File: src/rtl/rf_path_sequencer_pkg.sv
// Purpose : shared mode/state encodings and RF path table for the path sequencer.
// Latency : n/a (types, constants and a pure lookup function only).
// Backpressure: n/a.
package rf_path_sequencer_pkg;

  typedef enum logic [1:0] {
    MODE_IDLE = 2'b00,
    MODE_RX09 = 2'b01,
    MODE_RX24 = 2'b10,
    MODE_TX   = 2'b11
  } mode_e;

  typedef enum logic [2:0] {
    S_IDLE   = 3'd0,
    S_SHDN   = 3'd1,
    S_SWITCH = 3'd2,
    S_FLUSH  = 3'd3,
    S_ENABLE = 3'd4,
    S_ACTIVE = 3'd5
  } state_e;

  // Front-end switch word, ordered {rx_h_tx_l, tr_vc1, tr_vc2}.
  typedef struct packed {
    logic rx_h_tx_l;
    logic tr_vc1;
    logic tr_vc2;
  } path_t;

  localparam path_t PATH_IDLE = 3'b100;
  localparam path_t PATH_RX09 = 3'b110;
  localparam path_t PATH_RX24 = 3'b101;
  localparam path_t PATH_TX   = 3'b000;

  function automatic path_t path_of(input mode_e m);
    path_t p;
    case (m)
      MODE_RX09: p = PATH_RX09;
      MODE_RX24: p = PATH_RX24;
      MODE_TX:   p = PATH_TX;
      default:   p = PATH_IDLE;
    endcase
    return p;
  endfunction

endpackage

File: src/rtl/rf_path_sequencer_timer.sv
// Purpose : loadable down-counter shared by the settle and flush waits (rf_seq_timer).
// Latency : o_done is high once the count reaches 0; load N-1 for an N-cycle wait.
// Backpressure: none; a load always wins over the decrement.
// Ports   : i_clk/i_rst_b clock and async active-low reset; i_load/i_load_val
//           start a new wait; o_done flags an expired (zero) count.
module rf_seq_timer #(
  parameter int W = 5
) (
  input  logic         i_clk,
  input  logic         i_rst_b,
  input  logic         i_load,
  input  logic [W-1:0] i_load_val,
  output logic         o_done
);

  logic [W-1:0] cnt_q;
  logic [W-1:0] cnt_d;

  always_comb begin
    cnt_d = cnt_q;
    if (i_load) begin
      cnt_d = i_load_val;
    end else if (cnt_q != '0) begin
      cnt_d = cnt_q - 1'b1;
    end
  end

  always_ff @(posedge i_clk or negedge i_rst_b) begin
    if (!i_rst_b) begin
      cnt_q <= '0;
    end else begin
      cnt_q <= cnt_d;
    end
  end

  assign o_done = (cnt_q == '0);

endmodule

File: src/rtl/rf_path_sequencer.sv
// Purpose : break-before-make sequencing of RF front-end switches, LNAs, mixer and FIFO flush.
// Latency : 1+SETTLE+FLUSH+SETTLE cycles accept->ready (1+SETTLE to IDLE); same-mode request is a no-op.
// Backpressure: o_mode_req_ready low while sequencing; requests seen then are dropped, not queued.
// Ports   : i_mode_req/_valid/o_mode_req_ready request handshake; o_mode_active/o_busy status;
//           o_channel RX mux select; o_fifo_flush FIFO reset; front-end pin drives
//           (o_rx_h_tx_l, o_tr_vc1/2, o_shdn_*_lna, o_mixer_en); i_tx_fifo_empty/o_wdog_trip watchdog.
// Option  : define RF_SEQ_WDOG_EN to enable the TX-underrun watchdog (WDOG_CYCLES).
module rf_path_sequencer
  import rf_path_sequencer_pkg::*;
#(
  parameter int SETTLE_CYCLES = 16,
  parameter int FLUSH_CYCLES  = 4,
  parameter int WDOG_CYCLES   = 65535
) (
  input  logic       i_sys_clk,
  input  logic       i_rst_b,
  input  logic [1:0] i_mode_req,
  input  logic       i_mode_req_valid,
  output logic       o_mode_req_ready,
  output logic [1:0] o_mode_active,
  output logic       o_busy,
  output logic       o_channel,
  output logic       o_fifo_flush,
  input  logic       i_tx_fifo_empty,
  output logic       o_rx_h_tx_l,
  output logic       o_tr_vc1,
  output logic       o_tr_vc2,
  output logic       o_shdn_rx_lna,
  output logic       o_shdn_tx_lna,
  output logic       o_mixer_en,
  output logic       o_wdog_trip
);

  localparam int TMR_MAX = (SETTLE_CYCLES > FLUSH_CYCLES) ? SETTLE_CYCLES : FLUSH_CYCLES;
  localparam int TW      = $clog2(TMR_MAX + 1);

  state_e       state_q,       state_d;
  mode_e        target_q,      target_d;
  mode_e        mode_active_q, mode_active_d;
  path_t        path_q,        path_d;
  logic         ready_q,       ready_d;
  logic         busy_q,        busy_d;
  logic         channel_q,     channel_d;
  logic         flush_q,       flush_d;
  logic         shdn_rx_q,     shdn_rx_d;
  logic         shdn_tx_q,     shdn_tx_d;
  logic         mixer_q,       mixer_d;
  logic         wdog_trip_q,   wdog_trip_d;

  logic          tmr_load;
  logic [TW-1:0] tmr_val;
  logic          tmr_done;
  logic          wdog_hit;

  rf_seq_timer #(.W(TW)) u_timer (
    .i_clk      (i_sys_clk),
    .i_rst_b    (i_rst_b),
    .i_load     (tmr_load),
    .i_load_val (tmr_val),
    .o_done     (tmr_done)
  );

`ifdef RF_SEQ_WDOG_EN
  localparam int WW = $clog2(WDOG_CYCLES + 1);
  logic [WW-1:0] wdog_cnt_q, wdog_cnt_d;
  logic          wdog_armed;

  // Only an established TX mode is watched; any other state keeps the count at 0.
  assign wdog_armed = (state_q == S_ACTIVE) && (mode_active_q == MODE_TX) && i_tx_fifo_empty;
  assign wdog_hit   = wdog_armed && (wdog_cnt_q == WW'(WDOG_CYCLES - 1));

  always_comb begin
    wdog_cnt_d = '0;
    if (wdog_armed && !wdog_hit) begin
      wdog_cnt_d = wdog_cnt_q + 1'b1;
    end
  end

  always_ff @(posedge i_sys_clk or negedge i_rst_b) begin
    if (!i_rst_b) begin
      wdog_cnt_q <= '0;
    end else begin
      wdog_cnt_q <= wdog_cnt_d;
    end
  end
`else
  logic wdog_unused;
  assign wdog_hit    = 1'b0;
  assign wdog_unused = ^{i_tx_fifo_empty, 32'(WDOG_CYCLES)};
`endif

  always_comb begin
    state_d       = state_q;
    target_d      = target_q;
    mode_active_d = mode_active_q;
    path_d        = path_q;
    ready_d       = ready_q;
    busy_d        = busy_q;
    channel_d     = channel_q;
    flush_d       = flush_q;
    shdn_rx_d     = shdn_rx_q;
    shdn_tx_d     = shdn_tx_q;
    mixer_d       = mixer_q;
    wdog_trip_d   = wdog_hit;
    tmr_load      = 1'b0;
    tmr_val       = '0;

    case (state_q)
      S_IDLE, S_ACTIVE: begin
        // A watchdog abort behaves like an internal IDLE request and beats a host request.
        if (wdog_hit) begin
          target_d = MODE_IDLE;
          state_d  = S_SHDN;
        end else if (i_mode_req_valid && ready_q) begin
          target_d = mode_e'(i_mode_req);
          if (mode_e'(i_mode_req) != mode_active_q) begin
            state_d = S_SHDN;
          end
        end
        if (state_d == S_SHDN) begin
          ready_d   = 1'b0;
          busy_d    = 1'b1;
          shdn_rx_d = 1'b1;
          shdn_tx_d = 1'b1;
          mixer_d   = 1'b0;
        end
      end

      S_SHDN: begin
        // LNAs and mixer are already off; the path may now move.
        state_d  = S_SWITCH;
        path_d   = path_of(target_q);
        tmr_load = 1'b1;
        tmr_val  = TW'(SETTLE_CYCLES - 1);
        if (target_q == MODE_RX24) begin
          channel_d = 1'b1;
        end else if (target_q == MODE_RX09) begin
          channel_d = 1'b0;
        end
      end

      S_SWITCH: begin
        if (tmr_done) begin
          if (target_q == MODE_IDLE) begin
            state_d       = S_IDLE;
            mode_active_d = MODE_IDLE;
            ready_d       = 1'b1;
            busy_d        = 1'b0;
          end else begin
            state_d  = S_FLUSH;
            flush_d  = 1'b1;
            tmr_load = 1'b1;
            tmr_val  = TW'(FLUSH_CYCLES - 1);
          end
        end
      end

      S_FLUSH: begin
        if (tmr_done) begin
          state_d  = S_ENABLE;
          flush_d  = 1'b0;
          mixer_d  = 1'b1;
          tmr_load = 1'b1;
          tmr_val  = TW'(SETTLE_CYCLES - 1);
          if (target_q == MODE_TX) begin
            shdn_tx_d = 1'b0;
          end else begin
            shdn_rx_d = 1'b0;
          end
        end
      end

      S_ENABLE: begin
        if (tmr_done) begin
          state_d       = S_ACTIVE;
          mode_active_d = target_q;
          ready_d       = 1'b1;
          busy_d        = 1'b0;
        end
      end

      default: begin
        state_d = S_IDLE;
      end
    endcase
  end

  always_ff @(posedge i_sys_clk or negedge i_rst_b) begin
    if (!i_rst_b) begin
      state_q       <= S_IDLE;
      target_q      <= MODE_IDLE;
      mode_active_q <= MODE_IDLE;
      path_q        <= PATH_IDLE;
      ready_q       <= 1'b1;
      busy_q        <= 1'b0;
      channel_q     <= 1'b0;
      flush_q       <= 1'b0;
      shdn_rx_q     <= 1'b1;
      shdn_tx_q     <= 1'b1;
      mixer_q       <= 1'b0;
      wdog_trip_q   <= 1'b0;
    end else begin
      state_q       <= state_d;
      target_q      <= target_d;
      mode_active_q <= mode_active_d;
      path_q        <= path_d;
      ready_q       <= ready_d;
      busy_q        <= busy_d;
      channel_q     <= channel_d;
      flush_q       <= flush_d;
      shdn_rx_q     <= shdn_rx_d;
      shdn_tx_q     <= shdn_tx_d;
      mixer_q       <= mixer_d;
      wdog_trip_q   <= wdog_trip_d;
    end
  end

  assign o_mode_req_ready = ready_q;
  assign o_mode_active    = mode_active_q;
  assign o_busy           = busy_q;
  assign o_channel        = channel_q;
  assign o_fifo_flush     = flush_q;
  assign o_rx_h_tx_l      = path_q.rx_h_tx_l;
  assign o_tr_vc1         = path_q.tr_vc1;
  assign o_tr_vc2         = path_q.tr_vc2;
  assign o_shdn_rx_lna    = shdn_rx_q;
  assign o_shdn_tx_lna    = shdn_tx_q;
  assign o_mixer_en       = mixer_q;
  assign o_wdog_trip      = wdog_trip_q;

endmodule

File: config.mk
export PLATFORM = sky130hd
export DESIGN_NAME = rf_path_sequencer
export DESIGN_NICKNAME = d
export VERILOG_FILES = /design/src/rtl/rf_path_sequencer_pkg.sv /design/src/rtl/rf_path_sequencer_timer.sv /design/src/rtl/rf_path_sequencer.sv
export SDC_FILE = /design/constraint.sdc
export NUM_CORES = 1
export LEC_CHECK = 0
export ABC_AREA = 1
export BUFFER_PORTS_ARGS = -buffer_cell sky130_fd_sc_hd__buf_2
export CAP_MARGIN = 20
export CORE_MARGIN = 2
export CORE_UTILIZATION = 45
export CTS_BUF_LIST = sky130_fd_sc_hd__clkbuf_8
export CTS_CLUSTER_SIZE = 25
export DETAILED_ROUTE_END_ITERATION = 10
export MAX_ROUTING_LAYER = met4
export PLACE_DENSITY = 0.78
export SYNTH_ARGS = -nofsm -noshare
export SYNTH_HDL_FRONTEND = slang
export SYNTH_SLANG_ARGS = --single-unit
File: constraint.sdc
create_clock -name i_sys_clk -period 1.9 [get_ports i_sys_clk]
set_clock_uncertainty 0.2 [all_clocks]
set_input_delay 0.38 -clock i_sys_clk [delete_from_list [all_inputs] [get_ports i_sys_clk]]
set_output_delay 0.38 -clock i_sys_clk [all_outputs]
set_load 0.1 [all_outputs]
Yosys cells after proc, flatten, opt, wreduce, memory -nomap -nowiden
Index checks and enable logic that the tools add are counted.
- flip-flop bits (word level): 22
- input bits: 6
- output and inout port bits: 13
- logic and storage cells: 99
- $add $sub $neg: 1
- equality and inequality tests: 18
- muxes and demuxes: 45
- reductions and logical operators: 21
- operators by type and width (operator ; count):
    1-bit 2-to-1 mux ; 19
    3-bit 2-to-1 mux ; 6
    2-bit != test (second input constant) ; 8
    4-bit AND reduction ; 4
    3-bit case mux with 5 select lines ; 1
    2-bit 2-to-1 mux ; 6
    4-bit case mux with 3 select lines ; 1
    5-bit 2-to-1 mux ; 2
    2-bit nonzero test ; 5
    1-bit case mux with 3 select lines ; 3
    3-bit case mux with 3 select lines ; 1
    1-bit case mux with 2 select lines ; 4
    3-bit by 1-bit == test with 1-bit output (second input constant) ; 2
    3-bit by 2-bit == test with 1-bit output (second input constant) ; 2
    3-bit == test (second input constant) ; 2
    3-bit AND reduction ; 2
    5-bit logical NOT ; 1
    5-bit AND reduction ; 1
    5-bit nonzero test ; 1
    5-bit by 1-bit subtractor with 5-bit output (second input constant) ; 1
    2-bit == test (second input constant) ; 2
    4-bit 2-to-1 mux ; 1
    2-bit case mux with 2 select lines ; 1
    2-bit AND reduction ; 2
    other kinds (7) ; 7

Depth between registers and ports, before layout
Gate-level depths: netlist of the first run.
- depth after elaboration: 7
- depth in mapped cells: 10
- gate-level depth less buffers: 10

Modules after synthesis
Synthesis of the first run repeated with hierarchy kept, for this count alone.
- cells, all modules: 162
- area total of the unflattened synthesis: 1217.4 um^2
- by module, submodules not included (module ; instances ; cells an instance ; area an instance (um^2) ; seq. area each (um^2)):
    rf_path_sequencer ; 1 ; 123 ; 914.6 ; 430.4
    rf_seq_timer ; 1 ; 39 ; 302.8 ; 125.1

Least setup slack after synthesis of the first run
No wires, ideal clock.
- path type: reg2reg
- from: register mode_active_q[0], in the netlist o_mode_active[0]
- to: register busy_q, in the netlist o_busy
- setup time: 0.122 ns
- data arrival time: 1.618 ns
- required time: 1.578 ns
- setup slack: -0.040 ns
- cell stages (with the launch flop): 10
- buffers on the path: 0
- clock period less this slack: 1.940 ns
- cells stage by stage: dfrtp_1 -> inv_1 -> nand2_1 -> nand2_1 -> nand2_1 -> nand2_1 -> nand2_1 -> nand3_1 -> nand2_1 -> nand2_1
- longest elaborated chain between the ends: 7
- RTL lines (what ; RTL line ; RTL):
    start, declared ; rf_path_sequencer.sv:39 ; mode_e mode_active_q, mode_active_d;
    start signal, assigned ; rf_path_sequencer.sv:205 ; mode_active_q <= mode_active_d;
    2-bit != test ; rf_path_sequencer.sv:116 ; if (mode_e'(i_mode_req) != mode_active_q) begin
    3-bit 2-to-1 mux ; rf_path_sequencer.sv:116 ;
    3-bit 2-to-1 mux ; rf_path_sequencer.sv:114 ; end else if (i_mode_req_valid && ready_q) begin
    3-bit 2-to-1 mux ; rf_path_sequencer.sv:108 ; case (state_q)
    3-bit by 1-bit == test with 1-bit output ; rf_path_sequencer.sv:120 ; if (state_d == S_SHDN) begin
    2-bit != test (no source line) ; - ;
    5-bit AND reduction (no source line) ; - ;
    end signal, assigned ; rf_path_sequencer.sv:208 ; busy_q <= busy_d;
    end, declared ; rf_path_sequencer.sv:42 ; logic busy_q, busy_d;
No other way between the ends. The select of a mux whose other input is x is not followed.
A chain may end at the register's enable or synchronous reset.

Worst setup path in the final report of the first run
- from: register ready_q, in the netlist o_mode_req_ready
- to: output o_mode_req_ready
- RTL lines (what ; RTL line ; RTL):
    start, declared ; rf_path_sequencer.sv:41 ; logic ready_q, ready_d;
    start signal, assigned ; rf_path_sequencer.sv:207 ; ready_q <= ready_d;
    end, declared ; rf_path_sequencer.sv:19 ; output logic o_mode_req_ready,
No word-level cell between the ends.

==> impl_metrics.tcl, run 1 <==
set metrics [dict create \
    cpPeakStageDelay_ns 0.54 \
    grt_pass1_vias 1093 \
    wl_met3_um 74 \
    num_vias 1068 \
    worst-path-stages 1 \
    root_buffer "clkbuf_8" \
    rows 18 \
    multi_input_area_sq_um 558.0 \
    hold_viol 0 \
    num_antenna_cells 0 \
    fmax_mhz 554.8 \
    post-route-min-period_ns 1.802 \
    cp-startpoint "o_mode_req_ready" \
    rsz0062_at_grt "no" \
    timing.rr.start "u_timer.cnt_q[0]" \
    grt_max_degree 23 \
    setup_tns_ns 0 \
    ant_nets 0 \
    maxCapViolations 0 \
    end_kind "output port" \
    die_area_sq_um 3095 \
    io_pins 19 \
    grt_pass1_wl_mm 4.526 \
    wl_met1_um 988 \
    reg2reg_depth 5 \
    crit_fanout 3 \
    cpMaxStageDelayCell "dfstp_2" \
    synth_cell_types 24 \
    nNetsFinal 186 \
    core_sq_um 2500 \
    cts.sinks 22 \
    slew_viol_final 0 \
    fin_crit_sh 0.9486 \
    avgViaCountPerCell 5.261 \
    syn_area_sq_um 1200 \
    worstPathCellList "buf_2" \
    status "complete, no violations" \
    critical_path.startpoint_type "flip-flop" \
    cts_hold_buf 1 \
    cpLargestDelayFamily "flip-flops" \
    area_delta_synth_final_pct 13.97 \
    drcViolationCount 0 \
    fp.dieH_um 55.64 \
    cp.arrival_ns 1.22 \
    synth_area_leaders "dfrtp_1 (38%), nand2_1 (17%), dfstp_2 (8.8%)" \
    avgRoutedWirePerCell_um 12.12 \
    drt_first_pass_iters 6 \
    fillers 254 \
    dr_wl_met2_mm 1.346 \
    synth_top_cell_by_area "dfrtp_1" \
    drive_above_1_share 0.2081 \
    synth_top_area_share 0.3754 \
    cts_tree "built" \
    wl_mm 2.461 \
    synth_cells 153 \
    cts_setup_buffers 0 \
    worst-setup-path-type "flip-flop to output port" \
    regArea_sq_um 558.0 \
    antenna_found_initial 0 \
    synth_seq_area_share 0.4630 \
    insertion_delay_ns 0.27 \
    syn_nets 165 \
    worstPathRequired_ns 1.32 \
    yosys_warnings 0 \
    post_synth.cell_area_avg_sq_um 7.842 \
    clk_pin_slew_ns 0.07 \
    cts_made_buffers 3 \
    io_buffers 16 \
    hpwl_mm 1.890 \
    worst-path-buf-inv 1 \
    grtUsageTotal 0.1836 \
    min_path_type "input port to flip-flop" \
    synth-seq-cells 22 \
    clock_path_buffers 2 \
    start_util 0.4800 \
    die_w_um 55.64 \
    drt-initial-drc-count 21 \
    htreeDepth 1 \
    hold_start "i_mode_req[1]" \
    grt_remaining_overflow 0 \
    top_layer "met4" \
    cts_resized 0 \
    holdPathStages 3 \
    place_congestion 0.8450 \
    setup_viol 0 \
]
[layer usage]
layer	vias up	GRT usage
li1	529	-
met5	-	-
met1	509	0.2088
met2	23	0.3265
met4	0	0.06969
met3	7	0.02558
[Yosys cell counts (all sizes together)]
master,instances
dfstp,4
a31oi,2
o2111ai,1
nand3b,2
o22ai,2
dfrtp,18
inv,21
nand3,7
buf,1
nand4,1
nor2,9
o21ai,8
o211ai,1
conb,1
a21oi,6
nand2,57
xor2,3
ha,6
nor3,3
[registers in the layout, indices dropped and copies added (netlist names)]
| register | count |
|---|---|
| o_busy | 1 |
| o_channel | 1 |
| o_fifo_flush | 1 |
| o_mixer_en | 1 |
| o_mode_active | 2 |
| o_mode_req_ready | 1 |
| o_rx_h_tx_l | 1 |
| o_shdn_rx_lna | 1 |
| o_shdn_tx_lna | 1 |
| o_tr_vc1 | 1 |
| o_tr_vc2 | 1 |
| state_q | 3 |
| target_q | 2 |
| u_timer.cnt_q | 5 |
[logic make-up (layout without fill, tap and decap cells)]
kind of cell / after synthesis / count (layout) / synth area share
AO/OA/AOI/OAI: 20 / 20 / 0.09281
XOR/XNOR: 3 / 3 / 0.02190
adder cells (fa/ha/maj): 6 / 6 / 0.06256
buffers and inverters: 22 / 42 / 0.07196
flip-flops: 22 / 22 / 0.4630
other: 1 / 1 / 0.003125
AND/OR/NAND/NOR: 79 / 79 / 0.2847
[cell usage in the layout (no fill, tap or decap)]
master / count
nand3b_1: 2
clkbuf_8: 3
nand3_2: 1
o211ai_1: 1
xor2_1: 3
o21ai_0: 6
inv_2: 5
nand2_1: 53
o21ai_1: 2
a21oi_1: 6
ha_1: 6
dfstp_2: 4
nor3_1: 3
nand2_2: 4
buf_2: 16
nor2_4: 1
conb_1: 1
inv_1: 17
dfrtp_1: 16
a31oi_1: 2
dfrtp_2: 2
o2111ai_1: 1
nand4_1: 1
o22ai_1: 2
dlygate4sd3_1: 1
nor2_1: 8
nand3_1: 6
[per-stage QoR]
step	worst slack [ns]	std cells	area, sq um	util	hold WS, ns
final	0.09757	203	1368	0.5470	0.1898
after global routing	0.01495	203	1368	0.5470	0.2374
after CTS	0.08979	203	1368	0.5470	0.1922
after detailed placement	0.2331	198	1313	0.5250	0.1755
after global placement	0.3064	198	1313	0.5250	0.1588
after floorplan	0.1631	153	1202	-	-0.1156
[worst paths after layout]
check / end / slack, ns
max: o_mode_req_ready / 0.1
min: target_q[1] / 0.19
max reg2reg: o_mode_active[0] / 0.18
min reg2reg: o_shdn_rx_lna / 0.26
max in group asynchronous: o_mode_active[1] / 0.72
min in group asynchronous: u_timer.cnt_q[0] / 0.40
[final cells by class]
type,count,area share
Inverter,21,0.05764
Timing Repair Buffer,17,0.06587
Clock inverter,1,0.002745
Multi-Input combinational cell,109,0.4081
Clock buffer,3,0.03019
Tap cell,30,0.02745
Sequential cell,22,0.4081
Power of run 1 is left out: the tool's default activity adds up to more than one toggle a clock period on the data nets, which glitch-free logic cannot reach.
==> inputs of run 2 (changes only) <==
--- a/config.mk
+++ b/config.mk
@@ -6,9 +6,8 @@
 export NUM_CORES = 1
 export LEC_CHECK = 0
 export ABC_AREA = 1
-export BUFFER_PORTS_ARGS = -buffer_cell sky130_fd_sc_hd__buf_2
+export BUFFER_PORTS_ARGS = -buffer_cell sky130_fd_sc_hd__clkbuf_2
 export CAP_MARGIN = 20
-export CORE_MARGIN = 2
 export CORE_UTILIZATION = 45
 export CTS_BUF_LIST = sky130_fd_sc_hd__clkbuf_8
 export CTS_CLUSTER_SIZE = 25
==> impl_metrics.tcl, run 2 (same netlist as run 1, synthesis figures left out) <==
set metrics [dict create \
    clk_pin_slew_ns 0.08 \
    cpLargestDelayFamily "buffers and inverters" \
    largest-register "u_timer.cnt_q" \
    cpMaxStageDelayCell "clkbuf_2" \
    status "complete, no violations" \
    reg2reg_slack_ns 0.23 \
    tightest_slew_ns 0.5369 \
    cp-startpoint "o_mode_active[1]" \
    cts_made_buffers 3 \
    fin_crit_sh 0.8874 \
    place_congestion 0.8229 \
    num_antenna_cells 0 \
    die_area_sq_um 2877 \
    cts.sinks 22 \
    core_sq_um 2500 \
    critical_path.startpoint_type "flip-flop" \
    layout_common_cells "nand2_1 (53), inv_1 (17), dfrtp_1 (16), clkbuf_2 (12), nor2_1 (8)" \
    antenna_found_initial 0 \
    area_delta_synth_final_pct 14.81 \
    avgRoutedWirePerCell_um 11.90 \
    grt_pass1_vias 1041 \
    timing.rr.end "o_mode_active[1]" \
    grt_remaining_overflow 0 \
    cts_tree "built" \
    hpwl_mm 1.819 \
    cpPeakStageDelay_ns 0.46 \
    drt_first_pass_iters 4 \
    top_regs "u_timer.cnt_q x5, state_q x3" \
    nNetsFinal 186 \
    drive_above_1_share 0.2081 \
    setup_tns_ns 0 \
    grtUsageTotal 0.2157 \
    fillers 232 \
    root_buffer "clkbuf_8" \
    grt_max_degree 23 \
    die_w_um 53.64 \
    largest_reg_flops 5 \
    avgViaCountPerCell 5.128 \
    clock_path_buffers 2 \
    worst-setup-path-type "flip-flop to output port" \
    rows 18 \
    setup_viol 0 \
    final_util 0.5511 \
    io_pins 19 \
    timing.rr.start "u_timer.cnt_q[0]" \
    fmax_mhz 593.1 \
    ant_nets 0 \
    relSlewSlack 0.6421 \
    cp.arrival_ns 1.11 \
    worst-path-buf-inv 1 \
    worst-path-stages 1 \
    htreeDepth 1 \
    insertion_delay_ns 0.27 \
    drcViolationCount 0 \
    end_kind "output port" \
    crit_fanout 3 \
    maxCapViolations 0 \
    hold_viol 0 \
    io_buffers 16 \
    final_common_cell "nand2_1" \
    slew_viol_final 0 \
    worstPathRequired_ns 1.32 \
    cts_setup_buffers 0 \
    crit_end "o_mode_active[1]" \
    worstPathCellList "clkbuf_2" \
    grt_pass1_wl_mm 4.312 \
    start_util 0.4800 \
    rsz0062_at_grt "no" \
    fp.dieH_um 53.64 \
    drt-initial-drc-count 17 \
    reg2reg_depth 5 \
    wl_mm 2.416 \
    whs_ns 0.1625 \
    post-route-min-period_ns 1.686 \
    min_path_type "input port to flip-flop" \
    num_vias 1041 \
]
run 2: cell types whose count changed in the layout (fill, tap and decap cells not counted):
| cell | change |
|---|---|
| buf_2 | -16 |
| buf_4 | +4 |
| clkbuf_2 | +12 |
run 2: area by class of cell:
| cell class | instances | area, sq um | area share |
|---|---|---|---|
| well taps | 30 | 37.54 | 0.02725 |
| multi-input cells | 109 | 558.0 | 0.4051 |
| flip-flops and latches | 22 | 558.0 | 0.4051 |
| inverters | 21 | 78.83 | 0.05722 |
| clock inverters | 1 | 3.754 | 0.002725 |
| repair buffers | 17 | 100.1 | 0.07266 |
| clock buffers | 3 | 41.29 | 0.02997 |
run 2: worst min-delay path by stage:
stage	depth (start not counted)	start	end	slack, ns
after global routing	3	i_mode_req[0]	target_q[0]	0.21
after global placement	1	i_rst_b	u_timer.cnt_q[2]	0.18
after floorplan	0	i_rst_b	o_busy	-0.12
after detailed placement	1	i_rst_b	u_timer.cnt_q[2]	0.19
final	3	i_mode_req[1]	target_q[1]	0.16
after CTS	3	i_mode_req[1]	target_q[1]	0.17
run 2: metal layers:
layer	routed length, um	global-route usage	part of all wire
met1	1065	0.2531	0.44
met2	1219	0.3688	0.50
met3	92	0.02542	0.038
met4	38	0.09649	0.016
met5	0	-	0
run 2: metrics by stage:
stage          setup WS, ns  area (sq um)  instances
3_5_place_dp         0.2445          1323        198
4_1_cts              0.2111          1378        203
5_1_grt              0.1118          1378        203
2_1_floorplan        0.1631          1202        153
6_report             0.2140          1378        203
3_3_place_gp         0.3082          1323        198
run 2: what timing repair did:
action                    4_1_cts  5_1_grt
hold endpoints to repair       18        0
hold buffers                    1        0
gates resized for setup         0        0
Power of run 2 is left out for the same reason.
==> inputs of run 3 (changes only) <==
--- a/config.mk
+++ b/config.mk
@@ -8,10 +8,12 @@
 export ABC_AREA = 1
 export BUFFER_PORTS_ARGS = -buffer_cell sky130_fd_sc_hd__clkbuf_2
 export CAP_MARGIN = 20
+export CORE_ASPECT_RATIO = 1.25
 export CORE_UTILIZATION = 45
 export CTS_BUF_LIST = sky130_fd_sc_hd__clkbuf_8
 export CTS_CLUSTER_SIZE = 25
 export DETAILED_ROUTE_END_ITERATION = 10
+export HOLD_SLACK_MARGIN = 0.06
 export MAX_ROUTING_LAYER = met4
 export PLACE_DENSITY = 0.78
 export SYNTH_ARGS = -nofsm -noshare
==> impl_metrics.tcl, run 3 (same netlist as run 1, synthesis figures left out) <==
set metrics [dict create \
    status "complete, no violations" \
    maxCapViolations 0 \
    drt_first_pass_iters 4 \
    worst-path-buf-inv 1 \
    largest_reg_flops 5 \
    worstPathCellList "inv_1, ha_1, nand3b_1, o21ai_0, nand3_1, nand2_1, nand2_1" \
    fmax_mhz 593.8 \
    drive_above_1_share 0.2081 \
    wl_mm 2.462 \
    wl_met1_um 997 \
    ant_nets 0 \
    root_buffer "clkbuf_8" \
    antenna_found_initial 0 \
    cts_made_buffers 3 \
    cpMostUsedCell "nand2_1" \
    hold_end "target_q[1]" \
    slew_viol_final 0 \
    cpMaxStageDelayCell "dfrtp_1" \
    cts.sinks 22 \
    grt_remaining_overflow 0 \
    htreeDepth 1 \
    hold_start "i_mode_req[1]" \
    die_area_sq_um 2878 \
    timing.rr.start "u_timer.cnt_q[0]" \
    worstPathRequired_ns 1.86 \
    layout_common_cells "nand2_1 (53), inv_1 (17), dfrtp_1 (16), clkbuf_2 (12), nor2_1 (8)" \
    cts_hold_buf 1 \
    clock_path_buffers 2 \
    fin_cells 206 \
    relSlewSlack 0.6352 \
    setup_viol 0 \
    worst-setup-path-type "flip-flop to flip-flop" \
    wl_met3_um 103 \
    nNetsFinal 186 \
    cp.arrival_ns 1.64 \
    hpwl_mm 1.881 \
    num_vias 1041 \
    drcViolationCount 0 \
    cpLargestDelayFamily "simple AND/OR/NAND/NOR gates" \
    crit_fanout 6 \
    cpPeakStageDelay_ns 0.40 \
    cts_setup_buffers 0 \
    holdPathStages 3 \
    dr_wl_met2_mm 1.304 \
    area_delta_synth_final_pct 15.12 \
    tightest_slew_ns 0.5472 \
    fp.dieH_um 59.74 \
    critical_path.startpoint_type "flip-flop" \
    timing.rr.end "o_busy" \
    reg2reg_slack_ns 0.22 \
    setup_tns_ns 0 \
    fillers 230 \
    grtUsageTotal 0.2274 \
    dpl.cell_count 201 \
    cts_resized 0 \
    post-route-min-period_ns 1.684 \
    min_path_type "input port to flip-flop" \
    top_regs "u_timer.cnt_q x5, state_q x3" \
    io_pins 19 \
    rsz0062_at_grt "no" \
    grt_pass1_vias 1005 \
    num_antenna_cells 0 \
    avgViaCountPerCell 5.053 \
    core_sq_um 2477 \
    avgRoutedWirePerCell_um 11.95 \
    hold_viol 0 \
    clk_pin_slew_ns 0.08 \
    cts_tree "built" \
    rows 20 \
    grt_max_degree 23 \
    insertion_delay_ns 0.27 \
    top_layer "met4" \
    reg2reg_depth 7 \
    io_buffers 16 \
    grt_pass1_wl_mm 4.284 \
    start_util 0.4843 \
    largest-register "u_timer.cnt_q" \
    drt-initial-drc-count 33 \
    place_congestion 0.9108 \
    die_w_um 48.19 \
    final_common_cell "nand2_1" \
    fin_crit_sh 0.8863 \
    end_kind "flip-flop" \
]
[run 3: cell counts in the layout (fill, tap and decap cells not counted)]
No cell type changed its count.
[run 3: how the worst max path moves through the flow]
| stage | end | slack, ns | cells after the start | startpoint |
|---|---|---|---|---|
| CTS | o_mode_req_ready | 0.21 | 1 | o_mode_req_ready |
| global route | o_busy | 0.03 | 7 | u_timer.cnt_q[0] |
| floorplan | o_busy | 0.16 | 7 | o_mode_req_ready |
| finish | o_busy | 0.22 | 7 | u_timer.cnt_q[0] |
| detailed placement | u_timer.cnt_q[4] | 0.26 | 7 | u_timer.cnt_q[0] |
| global placement | o_busy | 0.31 | 7 | u_timer.cnt_q[0] |
[run 3: layout make-up]
cell class,instances,area (sq um),area share
Clock buffer,3,41.29,0.02989
Clock inverter,1,3.754,0.002717
Inverter,21,78.83,0.05707
Multi-Input combinational cell,109,558.0,0.4040
Sequential cell,22,558.0,0.4040
Tap cell,33,41.29,0.02989
Timing Repair Buffer,17,100.1,0.07246
[run 3: metrics by stage]
stage	hold WS, ns	setup WS [ns]	util	area, sq um
2_1_floorplan	-0.1156	0.1631	-	1202
3_3_place_gp	0.1858	0.3122	0.5354	1326
3_5_place_dp	0.2000	0.2596	0.5354	1326
4_1_cts	0.1641	0.2080	0.5576	1381
5_1_grt	0.1921	0.02997	0.5576	1381
6_report	0.1659	0.2159	0.5576	1381
[run 3: worst reg2reg max path, stage by stage (launching register included)]
cell and delay [ns]:
dfrtp_1 0.40, inv_1 0.10, ha_1 0.18, nand3b_1 0.22, o21ai_0 0.20, nand3_1 0.15
nand2_1 0.08, nand2_1 0.05
[run 3: metal layers]
| metal | vias to the layer above | global-route usage |
|---|---|---|
| met4 | 0 | 0.1468 |
| met1 | 481 | 0.2549 |
| li1 | 522 | - |
| met3 | 4 | 0.04532 |
| met2 | 34 | 0.3543 |
| met5 | - | - |
Power of run 3 is left out for the same reason.
